`src/rtl/xosera_bus_responder_pkg.sv`:
```
// Shared definitions for the Xosera host register bus responder:
// register-number width, bus FSM states and host register numbers.
package xosera_bus_responder_pkg;

    localparam int XV_REG_BITS = 4;

    typedef enum logic [1:0] {
        IDLE   = 2'd0,
        STROBE = 2'd1,
        HOLD   = 2'd2
    } bus_state_t;

    localparam logic [3:0] XVID_SYS_CTRL = 4'd0;
    localparam logic [3:0] XVID_INT_CTRL = 4'd1;
    localparam logic [3:0] XVID_TIMER    = 4'd2;
    localparam logic [3:0] XVID_WR_ADDR  = 4'd3;
    localparam logic [3:0] XVID_DATA     = 4'd4;
    localparam logic [3:0] XVID_DATA_2   = 4'd5;
    localparam logic [3:0] XVID_RD_INCR  = 4'd9;

endpackage

```
`src/rtl/xosera_bus_responder_bus_sync.sv`:
```
// N-flop synchronizer for an asynchronous single-bit input with a
// configurable reset value.
module bus_sync #(
    parameter int   STAGES    = 2,
    parameter logic RESET_VAL = 1'b1
) (
    input  logic clk,
    input  logic reset_n_i,
    input  logic async_i,
    output logic sync_o
);

    logic [STAGES-1:0] sync_r;

    // shift the async input through the synchronizer chain
    always_ff @(posedge clk) begin
        if (!reset_n_i) begin
            sync_r <= {STAGES{RESET_VAL}};
        end else begin
            sync_r <= {sync_r[STAGES-2:0], async_i};
        end
    end

    assign sync_o = sync_r[STAGES-1];

endmodule

```
`src/rtl/xosera_bus_responder.sv`:
```
// Target side of the 8-bit host register bus: synchronizes cs_n, turns each
// access into one-cycle strobes and returns read bytes with a coherent latch.
module xosera_bus_responder
    import xosera_bus_responder_pkg::*;
#(
    parameter int SYNC_STAGES = 2,
    parameter int REG_BITS    = XV_REG_BITS
) (
    input  logic                clk,
    input  logic                reset_n_i,
    input  logic                bus_cs_n_i,
    input  logic                bus_rd_nwr_i,
    input  logic                bus_bytesel_i,
    input  logic [REG_BITS-1:0] bus_reg_num_i,
    input  logic [7:0]          bus_data_i,
    output logic [7:0]          bus_data_o,
    output logic [REG_BITS-1:0] reg_rd_num_o,
    input  logic [15:0]         reg_rd_data_i,
    output logic                byte_wr_strobe_o,
    output logic                byte_wr_lo_o,
    output logic                reg_wr_strobe_o,
    output logic [REG_BITS-1:0] reg_wr_num_o,
    output logic [15:0]         reg_wr_data_o,
    output logic                reg_rd_strobe_o,
    output logic                reg_rd_lo_o
);

    localparam int FLUSH_BITS = $clog2(SYNC_STAGES + 1);

    bus_state_t             state_r;
    bus_state_t             state_next_s;
    logic                   cs_sync_s;
    logic                   cs_prev_r;
    logic [FLUSH_BITS-1:0]  flush_cnt_r;
    logic                   flush_done_s;
    logic                   access_start_s;
    logic                   strobe_s;

    logic                   cap_rd_r;
    logic                   cap_lo_r;
    logic [REG_BITS-1:0]    cap_num_r;
    logic [7:0]             cap_data_r;

    logic [7:0]             hi_latch_r;
    logic [15:0]            rd_latch_r;
    logic [REG_BITS-1:0]    rd_latch_num_r;
    logic                   rd_latch_valid_r;
    logic [7:0]             rd_byte_s;
    logic [7:0]             bus_data_r;

    bus_sync #(
        .STAGES    (SYNC_STAGES),
        .RESET_VAL (1'b1)
    ) u_cs_sync (
        .clk       (clk),
        .reset_n_i (reset_n_i),
        .async_i   (bus_cs_n_i),
        .sync_o    (cs_sync_s)
    );

    // The chain comes out of reset preloaded high; cs_prev_r only tracks it
    // once real samples have flushed through, so a cs_n held low across reset
    // has to rise and fall again before it counts as a new access.
    assign flush_done_s   = (flush_cnt_r == FLUSH_BITS'(SYNC_STAGES));
    assign access_start_s = flush_done_s & cs_prev_r & ~cs_sync_s;

    // edge-detect history and post-reset flush counter
    always_ff @(posedge clk) begin
        if (!reset_n_i) begin
            flush_cnt_r <= {FLUSH_BITS{1'b0}};
            cs_prev_r   <= 1'b0;
        end else if (!flush_done_s) begin
            flush_cnt_r <= flush_cnt_r + FLUSH_BITS'(1);
            cs_prev_r   <= 1'b0;
        end else begin
            flush_cnt_r <= flush_cnt_r;
            cs_prev_r   <= cs_sync_s;
        end
    end

    // bus FSM state register
    always_ff @(posedge clk) begin
        if (!reset_n_i) begin
            state_r <= IDLE;
        end else begin
            state_r <= state_next_s;
        end
    end

    // bus FSM next-state logic
    always_comb begin
        state_next_s = state_r;
        case (state_r)
            IDLE: begin
                if (access_start_s) begin
                    state_next_s = STROBE;
                end else begin
                    state_next_s = IDLE;
                end
            end
            STROBE: state_next_s = HOLD;
            HOLD: begin
                if (cs_sync_s) begin
                    state_next_s = IDLE;
                end else begin
                    state_next_s = HOLD;
                end
            end
            default: state_next_s = IDLE;
        endcase
    end

    // capture the access attributes on the synchronized cs_n fall
    always_ff @(posedge clk) begin
        if (!reset_n_i) begin
            cap_rd_r   <= 1'b0;
            cap_lo_r   <= 1'b0;
            cap_num_r  <= {REG_BITS{1'b0}};
            cap_data_r <= 8'h00;
        end else if (state_r == IDLE && access_start_s) begin
            cap_rd_r   <= bus_rd_nwr_i;
            cap_lo_r   <= bus_bytesel_i;
            cap_num_r  <= bus_reg_num_i;
            cap_data_r <= bus_data_i;
        end else begin
            cap_rd_r   <= cap_rd_r;
            cap_lo_r   <= cap_lo_r;
            cap_num_r  <= cap_num_r;
            cap_data_r <= cap_data_r;
        end
    end

    // high-byte write latch and coherent read latch, updated in STROBE
    always_ff @(posedge clk) begin
        if (!reset_n_i) begin
            hi_latch_r       <= 8'h00;
            rd_latch_r       <= 16'h0000;
            rd_latch_num_r   <= {REG_BITS{1'b0}};
            rd_latch_valid_r <= 1'b0;
        end else if (state_r == STROBE) begin
            if (!cap_rd_r) begin
                if (!cap_lo_r) begin
                    hi_latch_r <= cap_data_r;
                end
                rd_latch_valid_r <= 1'b0;
            end else if (!cap_lo_r) begin
                rd_latch_r       <= reg_rd_data_i;
                rd_latch_num_r   <= cap_num_r;
                rd_latch_valid_r <= 1'b1;
            end else begin
                rd_latch_valid_r <= 1'b0;
            end
        end
    end

    // read byte select: the low half of a latched register wins over live data
    always_comb begin
        rd_byte_s = reg_rd_data_i[7:0];
        if (!bus_bytesel_i) begin
            rd_byte_s = reg_rd_data_i[15:8];
        end else if (rd_latch_valid_r && (rd_latch_num_r == bus_reg_num_i)) begin
            rd_byte_s = rd_latch_r[7:0];
        end else begin
            rd_byte_s = reg_rd_data_i[7:0];
        end
    end

    // registered read data toward the host
    always_ff @(posedge clk) begin
        if (!reset_n_i) begin
            bus_data_r <= 8'h00;
        end else begin
            bus_data_r <= rd_byte_s;
        end
    end

    assign strobe_s         = (state_r == STROBE);
    assign bus_data_o       = bus_data_r;
    assign reg_rd_num_o     = bus_reg_num_i;
    assign byte_wr_strobe_o = strobe_s & ~cap_rd_r;
    assign byte_wr_lo_o     = cap_lo_r;
    assign reg_wr_strobe_o  = strobe_s & ~cap_rd_r & cap_lo_r;
    assign reg_wr_num_o     = cap_num_r;
    assign reg_wr_data_o    = {hi_latch_r, cap_data_r};
    assign reg_rd_strobe_o  = strobe_s & cap_rd_r;
    assign reg_rd_lo_o      = cap_lo_r;

endmodule

```
`config.mk`:
```
export PLATFORM = sky130hd
export DESIGN_NAME = xosera_bus_responder
export DESIGN_NICKNAME = d
export VERILOG_FILES = /design/src/rtl/xosera_bus_responder_pkg.sv /design/src/rtl/xosera_bus_responder_bus_sync.sv /design/src/rtl/xosera_bus_responder.sv
export SDC_FILE = /design/constraint.sdc
export NUM_CORES = 1
export LEC_CHECK = 0
export CAP_MARGIN = 10
export CORE_ASPECT_RATIO = 1.1
export CORE_MARGIN = 1.5
export CORE_UTILIZATION = 42
export CTS_BUF_LIST = sky130_fd_sc_hd__clkbuf_4 sky130_fd_sc_hd__clkbuf_8
export DETAILED_ROUTE_END_ITERATION = 10
export PLACE_DENSITY = 0.79
export SLEW_MARGIN = 10
export SYNTH_ARGS = -nofsm -noshare
export SYNTH_HDL_FRONTEND = slang
export SYNTH_SLANG_ARGS = --single-unit
```
`constraint.sdc`:
```
create_clock -name clk -period 1.3 [get_ports clk]
set_input_delay 0.39 -clock clk [delete_from_list [all_inputs] [get_ports clk]]
set_output_delay 0.39 -clock clk [all_outputs]
set_load 0.01 [all_outputs]
```
# == Yosys cells after proc, flatten, opt, wreduce, memory -nomap -nowiden ==
# Index checks and enable logic that the tools add are counted.
# totals
word_cells,39
in_bits,33
regBits,50
# classes
eq_ne,4
bitwise,8
reduce_logical,6
mux,7
n_addsub,1
# ops
op,count
8-bit two-way mux,2
2-bit one-hot mux with 3 select lines,1
3-bit AND reduction,2
1-bit bitwise AND,5
2-bit equality test (second input constant),2
4-bit equality test,1
1-bit two-way mux,3
1-bit inverter,3
2-bit by 1-bit adder with 2-bit output (second input constant),1
2-bit by 1-bit equality test with 1-bit output (second input constant),1
1-bit logical AND,2
2-bit zero test,1
2-bit two-way mux,1
2-bit AND reduction,1

# == Longest topological paths before layout ==
# Gate-level depths: netlist of the first run.
# depth
ltp_word,5
ltp_mapped,7
depth_no_buf,5

# == Hierarchy ==
# A second synthesis of the first run with hierarchy kept.
# hier_totals
hier_cells,240
area_unflattened_um2,2124.5
# by_module_without_submodules
module,seq_area_each_um2,cells_each,n_inst,area_each_um2
xosera_bus_responder,960.9,236,1,2072.0
bus_sync,40.0,4,1,52.6

# == Worst setup path after synthesis of the first run ==
# Ideal clock, no wire load.
# synth_timing
kind,flip-flop to flip-flop
start,register flush_cnt_r[0]
end,register state_r[0]
path_slack_ns,-0.050
path_stages_with_launch,7
t_arrival_ns,1.235
setup_time_ns,0.115
cell_sequence,dfxtp_1 > inv_1 > ha_1 > and4b_1 > buf_2 > buf_4 > and2_1
# synth_via
elab_chain_cells,5
# synth_rtl
element,line_no,source
"start, declared",xosera_bus_responder.sv:34,logic [FLUSH_BITS-1:0] flush_cnt_r;
"start signal, assigned",xosera_bus_responder.sv:70,flush_cnt_r <= {FLUSH_BITS{1'b0}};
"start signal, assigned",xosera_bus_responder.sv:73,flush_cnt_r <= flush_cnt_r + FLUSH_BITS'(1);
"start signal, assigned",xosera_bus_responder.sv:76,flush_cnt_r <= flush_cnt_r;
2-bit equality test,xosera_bus_responder.sv:64,assign flush_done_s = (flush_cnt_r == FLUSH_BITS'(SYNC_STAGES));
1-bit bitwise AND (2 in a row),xosera_bus_responder.sv:65,assign access_start_s = flush_done_s & cs_prev_r & ~cs_sync_s;
1-bit two-way mux,xosera_bus_responder.sv:95,if (access_start_s) begin
2-bit one-hot mux with 3 select lines,xosera_bus_responder.sv:93,case (state_r)
"end signal, assigned",xosera_bus_responder.sv:86,state_r <= state_next_s;
"end, declared",xosera_bus_responder.sv:30,bus_state_t state_r;
# No other way between the ends.
# A chain may end at the register's enable or synchronous reset.

# == Final worst setup path of the first run ==
# layout_timing
start,register state_r[1]
end,output port reg_wr_strobe_o
# layout_via
elab_chain_cells,3
# layout_rtl
element,line_no,source
2-bit by 1-bit equality test with 1-bit output,xosera_bus_responder.sv:177,assign strobe_s = (state_r == STROBE);
1-bit bitwise AND (2 in a row),xosera_bus_responder.sv:182,assign reg_wr_strobe_o = strobe_s & ~cap_rd_r & cap_lo_r;
"end, declared",xosera_bus_responder.sv:21,"output logic reg_wr_strobe_o,"
# No other way between the ends.

==> impl_metrics.py, run 1 <==
metrics = {
    "power_and_ir_drop": {
        "ir_drop_mv": 0.500,
        "p_leak_nw": 1.23,
        "p_per_area_nw_per_um2": 1030,
    },
    "sta": {
        "max_freq_mhz": 658,
        "layout_setup_ws_ps": -219,
        "worst_pin_slew_ps": 324,
        "grt_setup_unrepaired": "yes",
        "finalCritPeriodShare_pct": 117,
        "period_needed_ps": 1520,
        "finalSetupViolCount": 12,
        "finalSetupTns_ps": -598,
        "finalHoldViolCount": 0,
        "finalMaxSlewViolations": 0,
        "relSlewSlack_pct": 78.4,
        "skew_ps": 11.9,
        "whs_ps": 387,
    },
    "setup_path": {
        "cp_data_arrival_time_ps": 1130,
        "worst-setup-path-type": "reg2out",
        "start_kind": "flop",
        "cp-end-kind": "primary output",
        "cp.required_ps": 910,
        "rr_startpoint": "state_r[1]$_SDFF_PN0_",
        "rrSetupSlack_ps": -30,
        "reg2reg_to": "rd_latch_num_r[0]$_SDFFE_PN0P_",
        "reg2regPathDepth": 5,
        "critPathMaxFanout": 4,
    },
    "cells_and_area": {
        "diodes": 0,
        "drive_gt1_share_pct": 36.8,
        "fin_cells": 385,
        "area_growth_pct": 57.5,
        "fillers": 373,
        "layout.nets": 362,
    },
    "die": {
        "row_count": 26,
        "start_util_pct": 43.8,
        "die_area_um2": 5280,
        "die_y_um": 76.1,
        "die_w_um": 69.4,
        "ioPinCount": 70,
        "core_area_um2": 4650,
    },
    "global_routing": {
        "grt_pass1_wl_um": 8400,
        "gr-usage-met2_pct": 35.1,
        "first_global_vias": 1912,
        "use_met1_pct": 21.8,
        "gr-max-usage-layer": "met2",
        "grt_max_degree": 43,
        "gr-usage-all-layers_pct": 19.6,
        "antenna_found_initial": 0,
        "met3_usage_pct": 5.29,
        "gr-total-overflow": 0,
    },
    "placement": {
        "dp_cells": 372,
        "dp_worst_setup_slack_ps": -644,
        "io_buffer_count": 69,
        "gp_congestion": 0.769,
        "hpwl_um": 3470,
    },
    "hold_path": {
        "min_to": "reg_wr_num_o[2]$_SDFFE_PN0P_",
        "min_from": "bus_reg_num_i[2]",
        "min_path_type": "in2reg",
        "hold-path-cell-count": 3,
    },
    "synthesis": {
        "synth_top_area_share_pct": 49.1,
        "ys_seq_area_share_pct": 49.1,
        "syn-mean-instance-area_um2": 8.53,
        "yosys.cell_types.count": 28,
        "syn_inst": 239,
        "yosys_warnings": 0,
        "synth_top_area_cell": "dfxtp_1",
        "synth_area_um2": 2040,
        "synth_fp_nets": 273,
        "ys_seq_elements": 50,
        "synth.top_cells.by_area": "dfxtp_1, nand2_1, a21boi_1, o21ai_0, buf_4",
    },
    "detailed_routing": {
        "drt-initial-drc-count": 78,
        "viasPerCell": 5.07,
        "wl_per_cell_um": 13.8,
        "drc_errors": 0,
        "wirelength_um": 5320,
        "drtPass1Iterations": 4,
        "drtAntennaViolNets": 0,
        "vias": 1951,
    },
    "clock_tree": {
        "clock_path_buffers": 2,
        "cts_tree": "built",
        "clk_pin_slew_ps": 80,
        "cts-root-buf": "clkbuf_8",
        "clock_latency_ps": 300,
        "cts_made_buffers": 5,
        "clock_sinks": 50,
        "cts_htree_levels": 2,
    },
    "status": {
        "run_status": "finished, violations left",
        "violations": "setup timing",
    },
    "run": {
        "maxCapViolCount": 0,
    },
}
==> report_power, final <==
part,internal [mW],leakage (nW),switching (mW)
Clock,0.820,0.0714,0.504
Sequential,1.59,0.411,0.0221
Combinational,0.235,0.748,0.154
Total,2.64,1.23,0.681
==> state kept, by name, summed over array words and instances, names as in the netlist <==
name	flops
cap_data_r	8
reg_wr_num_o	4
rd_latch_valid_r	1
rd_latch_r	8
flush_cnt_r	2
rd_latch_num_r	4
byte_wr_lo_o	1
cap_rd_r	1
state_r	2
u_cs_sync.sync_r	2
bus_data_o	8
hi_latch_r	8
cs_prev_r	1
==> cell usage in the layout, fill, tap and decap left out, types with 2 or more instances in the layout <==
| cell type | n |
|---|---|
| nand2_1 | 60 |
| dfxtp_1 | 39 |
| a21boi_1 | 32 |
| clkdlybuf4s50_1 | 27 |
| buf_4 | 25 |
| clkbuf_2 | 17 |
| nand2_2 | 12 |
| o21ai_0 | 11 |
| dfxtp_2 | 11 |
| clkdlybuf4s15_2 | 9 |
| buf_6 | 8 |
| nand3_1 | 7 |
| a31oi_1 | 7 |
| clkbuf_8 | 6 |
| clkdlybuf4s15_1 | 5 |
| xnor2_2 | 4 |
| o21ai_1 | 4 |
| dlygate4sd2_1 | 4 |
| a21boi_2 | 3 |
| or3_4 | 3 |
| and2_1 | 3 |
| nor2_4 | 2 |
| nand2b_1 | 2 |
| bufinv_16 | 2 |
| buf_2 | 2 |
| buf_12 | 2 |
==> how the worst max path moves through the flow <==
stage,startpoint,endpoint,slack [ps],cells after the start
floorplan,bus_reg_num_i[0],bus_data_o[7]$_SDFF_PN0_,3,4
global placement,bus_reg_num_i[0],reg_rd_num_o[0],-590,2
detailed placement,bus_reg_num_i[2],bus_data_o[7]$_SDFF_PN0_,-640,5
CTS,state_r[1]$_SDFF_PN0_,reg_wr_strobe_o,-230,4
global route,state_r[1]$_SDFF_PN0_,reg_wr_strobe_o,-280,4
finish,state_r[1]$_SDFF_PN0_,reg_wr_strobe_o,-220,4
==> metal layers <==
| metal | routed length [um] | part of all wire, % | up-vias |
|---|---|---|---|
| met2 | 2810 | 53 | 65 |
| met1 | 2180 | 41 | 908 |
| met4 | 87 | 1.6 | 0 |
| li1 | - | - | 970 |
| met3 | 242 | 4.5 | 8 |
| met5 | 0 | 0 | - |
==> cells by family after synthesis <==
| family | count (synthesis) | share of synthesized area, % |
|---|---|---|
| xor gates and xnor gates | 5 | 2.15 |
| buffers and inverters | 22 | 5.52 |
| DFF | 50 | 49.1 |
| and+or+nand+nor | 101 | 22.7 |
| adders and majority gates | 1 | 0.614 |
| AOI/OAI and AO/OA | 60 | 20.0 |
==> metrics by stage <==
stage               power (mW)  utilization [%]  instance area [um2]
global placement          2.01             63.0                 2930
detailed placement        2.03             63.0                 2930
floorplan                 1.82                -                 2040
global route              3.46             69.0                 3210
finish                    3.32             69.0                 3210
CTS                       3.33             67.3                 3130
==> cells in the mapped netlist <==
cell and number:
a31oi_1 7, nor3_2 2, nand2_1 72, o21ai_0 15
and4b_1 1, inv_1 1, a2111oi_0 1, a21boi_0 1
buf_4 6, a21boi_1 35, or3_4 1, xnor2_1 5
nand2b_1 2, dfxtp_1 50, nor2_1 3, nor2b_1 1
nand4b_1 1, and2_1 5, nand3_1 8, or3_1 1
a221oi_1 1, buf_2 6, inv_2 1, clkbuf_1 8
nor3b_1 1, and3_1 2, nand2b_4 1, ha_1 1
==> worst max-delay path, stage by stage, from the launching register on <==
cell      delay, ps
dfxtp_2         330
nand2b_4        170
nor2_4          100
and2_4          150
buf_6           100
==> final cells by class <==
type,instances,area [um2],area share [%]
tap,56,70.1,2.18
multi-input combinational,168,1080,33.6
timing repair buffer,101,897,28.0
clock buffer,6,82.6,2.57
sequential,50,1010,31.6
inverter,2,7.51,0.234
clock inverter,2,60.1,1.87
==> what timing repair did <==
| item | 4_1_cts | 5_1_grt |
|---|---|---|
| cloned | 1 | 1 |
| buffers inserted | 0 | 4 |
| pin swaps | 7 | 17 |
| resized for setup | 114 | 66 |
| endpoints found under the hold margin | 0 | 0 |
| setup endpoints to repair | 57 | 72 |
| hold buffers | 0 | 0 |
Note: power is estimated with default switching activity, not from simulation.
==> inputs of run 2 (changes only) <==
Settings changed: HOLD_SLACK_MARGIN set to 0.03, SKIP_CTS_REPAIR_TIMING set to 1.
==> impl_metrics.py, run 2 (synthesis gave the netlist of run 1 again) <==
metrics = {
    "cells_and_area": {
        "diodes": 0,
        "final_cell_mix": "nand2_1, dfxtp_1, dlymetal6s2s_1, a21boi_1, clkdlybuf4s50_1",
        "fin_cells": 383,
        "area_growth_pct": 64.8,
        "drive_gt1_share_pct": 28.4,
        "fillers": 333,
        "final_common_cell": "nand2_1",
        "layout.nets": 360,
    },
    "setup_path": {
        "cpPeakStageDelay_ps": 330,
        "worst-setup-path-type": "reg2out",
        "cp.required_ps": 910,
        "cp_top_family": "simple AND/OR/NAND/NOR gates",
        "crit_slowest_cell": "dfxtp_2",
        "worst-path-buf-inv": 1,
        "critPathMaxFanout": 3,
        "cp-end-kind": "primary output",
        "crit_path_cell_trace": "nand2b_4, nor2_4, and2_1, buf_2",
        "cp_data_arrival_time_ps": 1120,
        "start_kind": "flop",
    },
    "sta": {
        "layout_setup_ws_ps": -208,
        "max_freq_mhz": 663,
        "finalSetupTns_ps": -1260,
        "period_needed_ps": 1510,
        "finalCritPeriodShare_pct": 116,
        "finalSetupViolCount": 15,
        "grt_setup_unrepaired": "yes",
        "finalHoldViolCount": 0,
        "finalMaxSlewViolations": 0,
        "relSlewSlack_pct": 79.5,
        "worst_pin_slew_ps": 307,
        "skew_ps": 13.2,
    },
    "die": {
        "die_w_um": 69.4,
        "ioPinCount": 70,
        "row_count": 26,
        "die_area_um2": 5280,
        "die_y_um": 76.1,
        "start_util_pct": 43.8,
        "core_area_um2": 4650,
    },
    "power_and_ir_drop": {
        "p_leak_nw": 1.72,
        "ir_drop_mv": 0.535,
        "p_per_area_nw_per_um2": 996,
    },
    "run": {
        "maxCapViolCount": 0,
    },
    "clock_tree": {
        "clock_latency_ps": 310,
        "clock_sinks": 50,
        "cts_tree": "built",
        "cts-root-buf": "clkbuf_8",
        "clk_pin_slew_ps": 80,
        "clock_path_buffers": 2,
        "cts_made_buffers": 5,
        "cts_htree_levels": 2,
    },
    "global_routing": {
        "grt_pass1_wl_um": 8050,
        "grt_max_degree": 43,
        "gr-usage-all-layers_pct": 18.7,
        "first_global_vias": 1840,
        "gr-total-overflow": 0,
        "antenna_found_initial": 0,
    },
    "hold_path": {
        "min_path_type": "reg2reg",
    },
    "detailed_routing": {
        "drtAntennaViolNets": 0,
        "viasPerCell": 5.15,
        "met3_length_um": 252,
        "vias": 1972,
        "top_layer": "met4",
        "drt-initial-drc-count": 121,
        "drtPass1Iterations": 4,
        "wl_per_cell_um": 14.0,
        "wl_met1_um": 2180,
        "wl_met2_um": 2810,
        "wirelength_um": 5360,
        "drc_errors": 0,
    },
    "placement": {
        "dp_cells": 372,
        "hpwl_um": 3470,
        "gp_congestion": 0.769,
        "io_buffer_count": 69,
    },
    "status": {
        "run_status": "finished, violations left",
        "violations": "setup timing",
    },
}
-- run 2: cell count changes in the layout (fill, tap and decap cells not counted), moves of 2 or more --
cell             delta
clkdlybuf4s15_1     -5
clkdlybuf4s15_2     -9
clkbuf_2           -16
buf_4               -4
dlygate4sd2_1       -4
a21boi_1            -2
dfxtp_2             -3
dlymetal6s2s_1     +34
buf_6               +3
a21boi_2            +2
dfxtp_1             +3
-- run 2: layer usage --
layer	track usage, %	vias to the layer above
li1	-	972
met1	21.2	931
met2	32.8	60
met3	5.29	9
met4	7.84	0
met5	0	-
-- run 2: stage by stage --
step / hold slack, ps / power (mW) / util (%) / area [um2] / setup WS (ps)
6_report: 416 / 3.35 / 72.2 / 3360 / -208
5_1_grt: 446 / 3.48 / 72.2 / 3360 / -275
4_1_cts: 419 / 3.34 / 66.1 / 3070 / -663
3_5_place_dp: 397 / 2.03 / 63.0 / 2930 / -644
3_3_place_gp: 389 / 2.01 / 63.0 / 2930 / -587
2_1_floorplan: 386 / 1.82 / - / 2040 / 3.01
-- run 2: power by group --
part           total, mW  leakage [nW]  internal, mW  switching (mW)
logic              0.397          1.24         0.244           0.153
clock network       1.34        0.0714         0.821           0.519
registers           1.61         0.410          1.59          0.0237
total               3.35          1.72          2.65           0.696
-- run 2: cell type report --
type / instances / area [um2] / share of cell area (%)
clock inverter: 2 / 60.1 / 1.79
timing repair buffer: 99 / 1040 / 31.1
tap: 56 / 70.1 / 2.09
sequential: 50 / 1010 / 30.1
inverter: 2 / 7.51 / 0.224
multi-input combinational: 168 / 1080 / 32.2
clock buffer: 6 / 82.6 / 2.46
-- run 2: final timing paths --
check                                                       to                      startpoint  cells after the start  slack, ps
worst max-delay path                           reg_wr_strobe_o           state_r[1]$_SDFF_PN0_                      4       -210
worst min register to register  u_cs_sync.sync_r[1]$_SDFF_PN1_  u_cs_sync.sync_r[0]$_SDFF_PN1_                      1        420
worst max register to register      rd_latch_r[2]$_SDFFE_PN0P_           state_r[1]$_SDFF_PN0_                      6       -110
worst min-delay path            u_cs_sync.sync_r[1]$_SDFF_PN1_  u_cs_sync.sync_r[0]$_SDFF_PN1_                      1        420
-- run 2: worst register-to-register path, stage by stage (launching register included) --
cell and delay [ps]:
dfxtp_2 330, nand2b_4 150, buf_6 130, buf_6 120, or3_4 410, nand2_1 120
a21boi_1 70
==> inputs of run 3 (changes only) <==
Settings changed: PLACE_DENSITY 0.79 to not set, PLACE_DENSITY_LB_ADDON set to 0.08.
==> impl_metrics.py, run 3 (synthesis gave the netlist of run 1 again) <==
metrics = {
    "status": {
        "run_status": "finished, violations left",
        "violations": "setup timing",
    },
    "hold_path": {
        "min_to": "reg_wr_num_o[2]$_SDFFE_PN0P_",
        "hold-path-cell-count": 3,
        "min_from": "bus_reg_num_i[2]",
        "min_path_type": "in2reg",
    },
    "sta": {
        "skew_ps": 9.81,
        "finalHoldViolCount": 0,
        "finalMaxSlewViolations": 0,
        "max_freq_mhz": 655,
        "relSlewSlack_pct": 82.3,
        "period_needed_ps": 1530,
        "worst_pin_slew_ps": 265,
        "finalSetupTns_ps": -2710,
        "finalCritPeriodShare_pct": 117,
        "layout_setup_ws_ps": -227,
        "finalSetupViolCount": 24,
        "grt_setup_unrepaired": "yes",
    },
    "run": {
        "maxCapViolCount": 0,
    },
    "detailed_routing": {
        "wl_met2_um": 2320,
        "wirelength_um": 4890,
        "wl_per_cell_um": 12.6,
        "vias": 1905,
        "drc_errors": 0,
        "wl_met1_um": 2190,
        "drt-initial-drc-count": 48,
        "drtPass1Iterations": 4,
        "viasPerCell": 4.90,
        "met3_length_um": 331,
        "drtAntennaViolNets": 0,
        "top_layer": "met4",
    },
    "setup_path": {
        "cp_top_family": "simple AND/OR/NAND/NOR gates",
        "rr_startpoint": "state_r[1]$_SDFF_PN0_",
        "cp_data_arrival_time_ps": 1140,
        "rrSetupSlack_ps": -130,
        "crit_path_cell_trace": "nand2b_4, nor2_4, and2_1, buf_2",
        "start_kind": "flop",
        "cp-end-kind": "primary output",
        "worst-path-buf-inv": 1,
        "cp.required_ps": 910,
        "crit_slowest_cell": "dfxtp_2",
        "cpPeakStageDelay_ps": 320,
        "reg2regPathDepth": 6,
        "critPathMaxFanout": 2,
        "reg2reg_to": "rd_latch_num_r[0]$_SDFFE_PN0P_",
        "worst-setup-path-type": "reg2out",
    },
    "global_routing": {
        "antenna_found_initial": 0,
        "gr-total-overflow": 0,
        "grt_max_degree": 43,
        "gr-usage-all-layers_pct": 17.8,
        "grt_pass1_wl_um": 7670,
        "first_global_vias": 1701,
    },
    "placement": {
        "gp_congestion": 0.780,
        "dp_worst_setup_slack_ps": -587,
        "dp_cells": 379,
        "hpwl_um": 3210,
        "io_buffer_count": 69,
    },
    "cells_and_area": {
        "fin_cells": 389,
        "layout.nets": 366,
        "fillers": 380,
        "area_growth_pct": 64.1,
        "drive_gt1_share_pct": 27.3,
        "final_cell_mix": "nand2_1, dfxtp_1, a21boi_1, dlymetal6s2s_1, buf_4",
        "diodes": 0,
        "final_common_cell": "nand2_1",
    },
    "power_and_ir_drop": {
        "p_per_area_nw_per_um2": 992,
        "p_leak_nw": 1.75,
        "ir_drop_mv": 0.676,
    },
    "clock_tree": {
        "cts_tree": "built",
        "cts-root-buf": "clkbuf_8",
        "clock_sinks": 50,
        "cts_made_buffers": 5,
        "cts_htree_levels": 2,
        "clk_pin_slew_ps": 90,
        "clock_latency_ps": 310,
        "clock_path_buffers": 2,
    },
    "die": {
        "die_w_um": 69.4,
        "die_area_um2": 5280,
        "die_y_um": 76.1,
        "row_count": 26,
        "core_area_um2": 4650,
        "start_util_pct": 43.8,
        "ioPinCount": 70,
    },
}
run 3: cell count changes in the layout (fill, tap and decap cells not counted), sizes merged:
cell and change:
buf +5, clkdlybuf4s50 +1, clkbuf +1, dlymetal6s2s -1
run 3: worst max path at each step:
stage / from / endpoint / slack, ps / cells past startpoint
after detailed placement: bus_reg_num_i[3] / reg_rd_num_o[3] / -590 / 2
final: state_r[1]$_SDFF_PN0_ / reg_wr_strobe_o / -230 / 4
after global routing: state_r[1]$_SDFF_PN0_ / reg_wr_strobe_o / -280 / 4
after CTS: state_r[1]$_SDFF_PN0_ / reg_wr_strobe_o / -670 / 4
after floorplan: bus_reg_num_i[0] / bus_data_o[7]$_SDFF_PN0_ / 3 / 4
after global placement: bus_reg_num_i[3] / reg_rd_num_o[3] / -570 / 2
run 3: tightest hold or removal path, delay by kind of cell:
family / cells / cell delay [ps]
buffers and inverters: 1 / 160
and+or+nand+nor: 1 / 80
AOI/OAI and AO/OA: 1 / 50
run 3: final cells by class:
| cell class | instances | area, um2 | area share [%] |
|---|---|---|---|
| clock buffers | 6 | 82.6 | 2.47 |
| clock inverters | 2 | 60.1 | 1.80 |
| well taps | 56 | 70.1 | 2.10 |
| multi-input cells | 168 | 1050 | 31.4 |
| flip-flops and latches | 50 | 1010 | 30.1 |
| inverters | 2 | 7.51 | 0.224 |
| repair buffers | 105 | 1070 | 31.9 |
run 3: metrics by stage:
step,power (mW),area (um2),util (%),hold slack (ps)
floorplan,1.82,2040,-,386
global placement,2.02,2980,64.1,391
detailed placement,2.02,2980,64.1,405
CTS,3.35,3130,67.2,425
global route,3.45,3340,71.9,431
finish,3.32,3340,71.9,413
run 3: where the power goes:
group          internal (mW)  total, mW  switching, mW
clock                  0.820       1.33          0.511
combinational          0.238      0.381          0.143
sequential              1.58       1.60         0.0214
run 3: per-layer routing:
layer / vias to the layer above / global-route usage (%)
met5: - / 0
met4: 0 / 4.71
met3: 7 / 5.42
met2: 59 / 29.5
met1: 860 / 22.4
li1: 979 / -
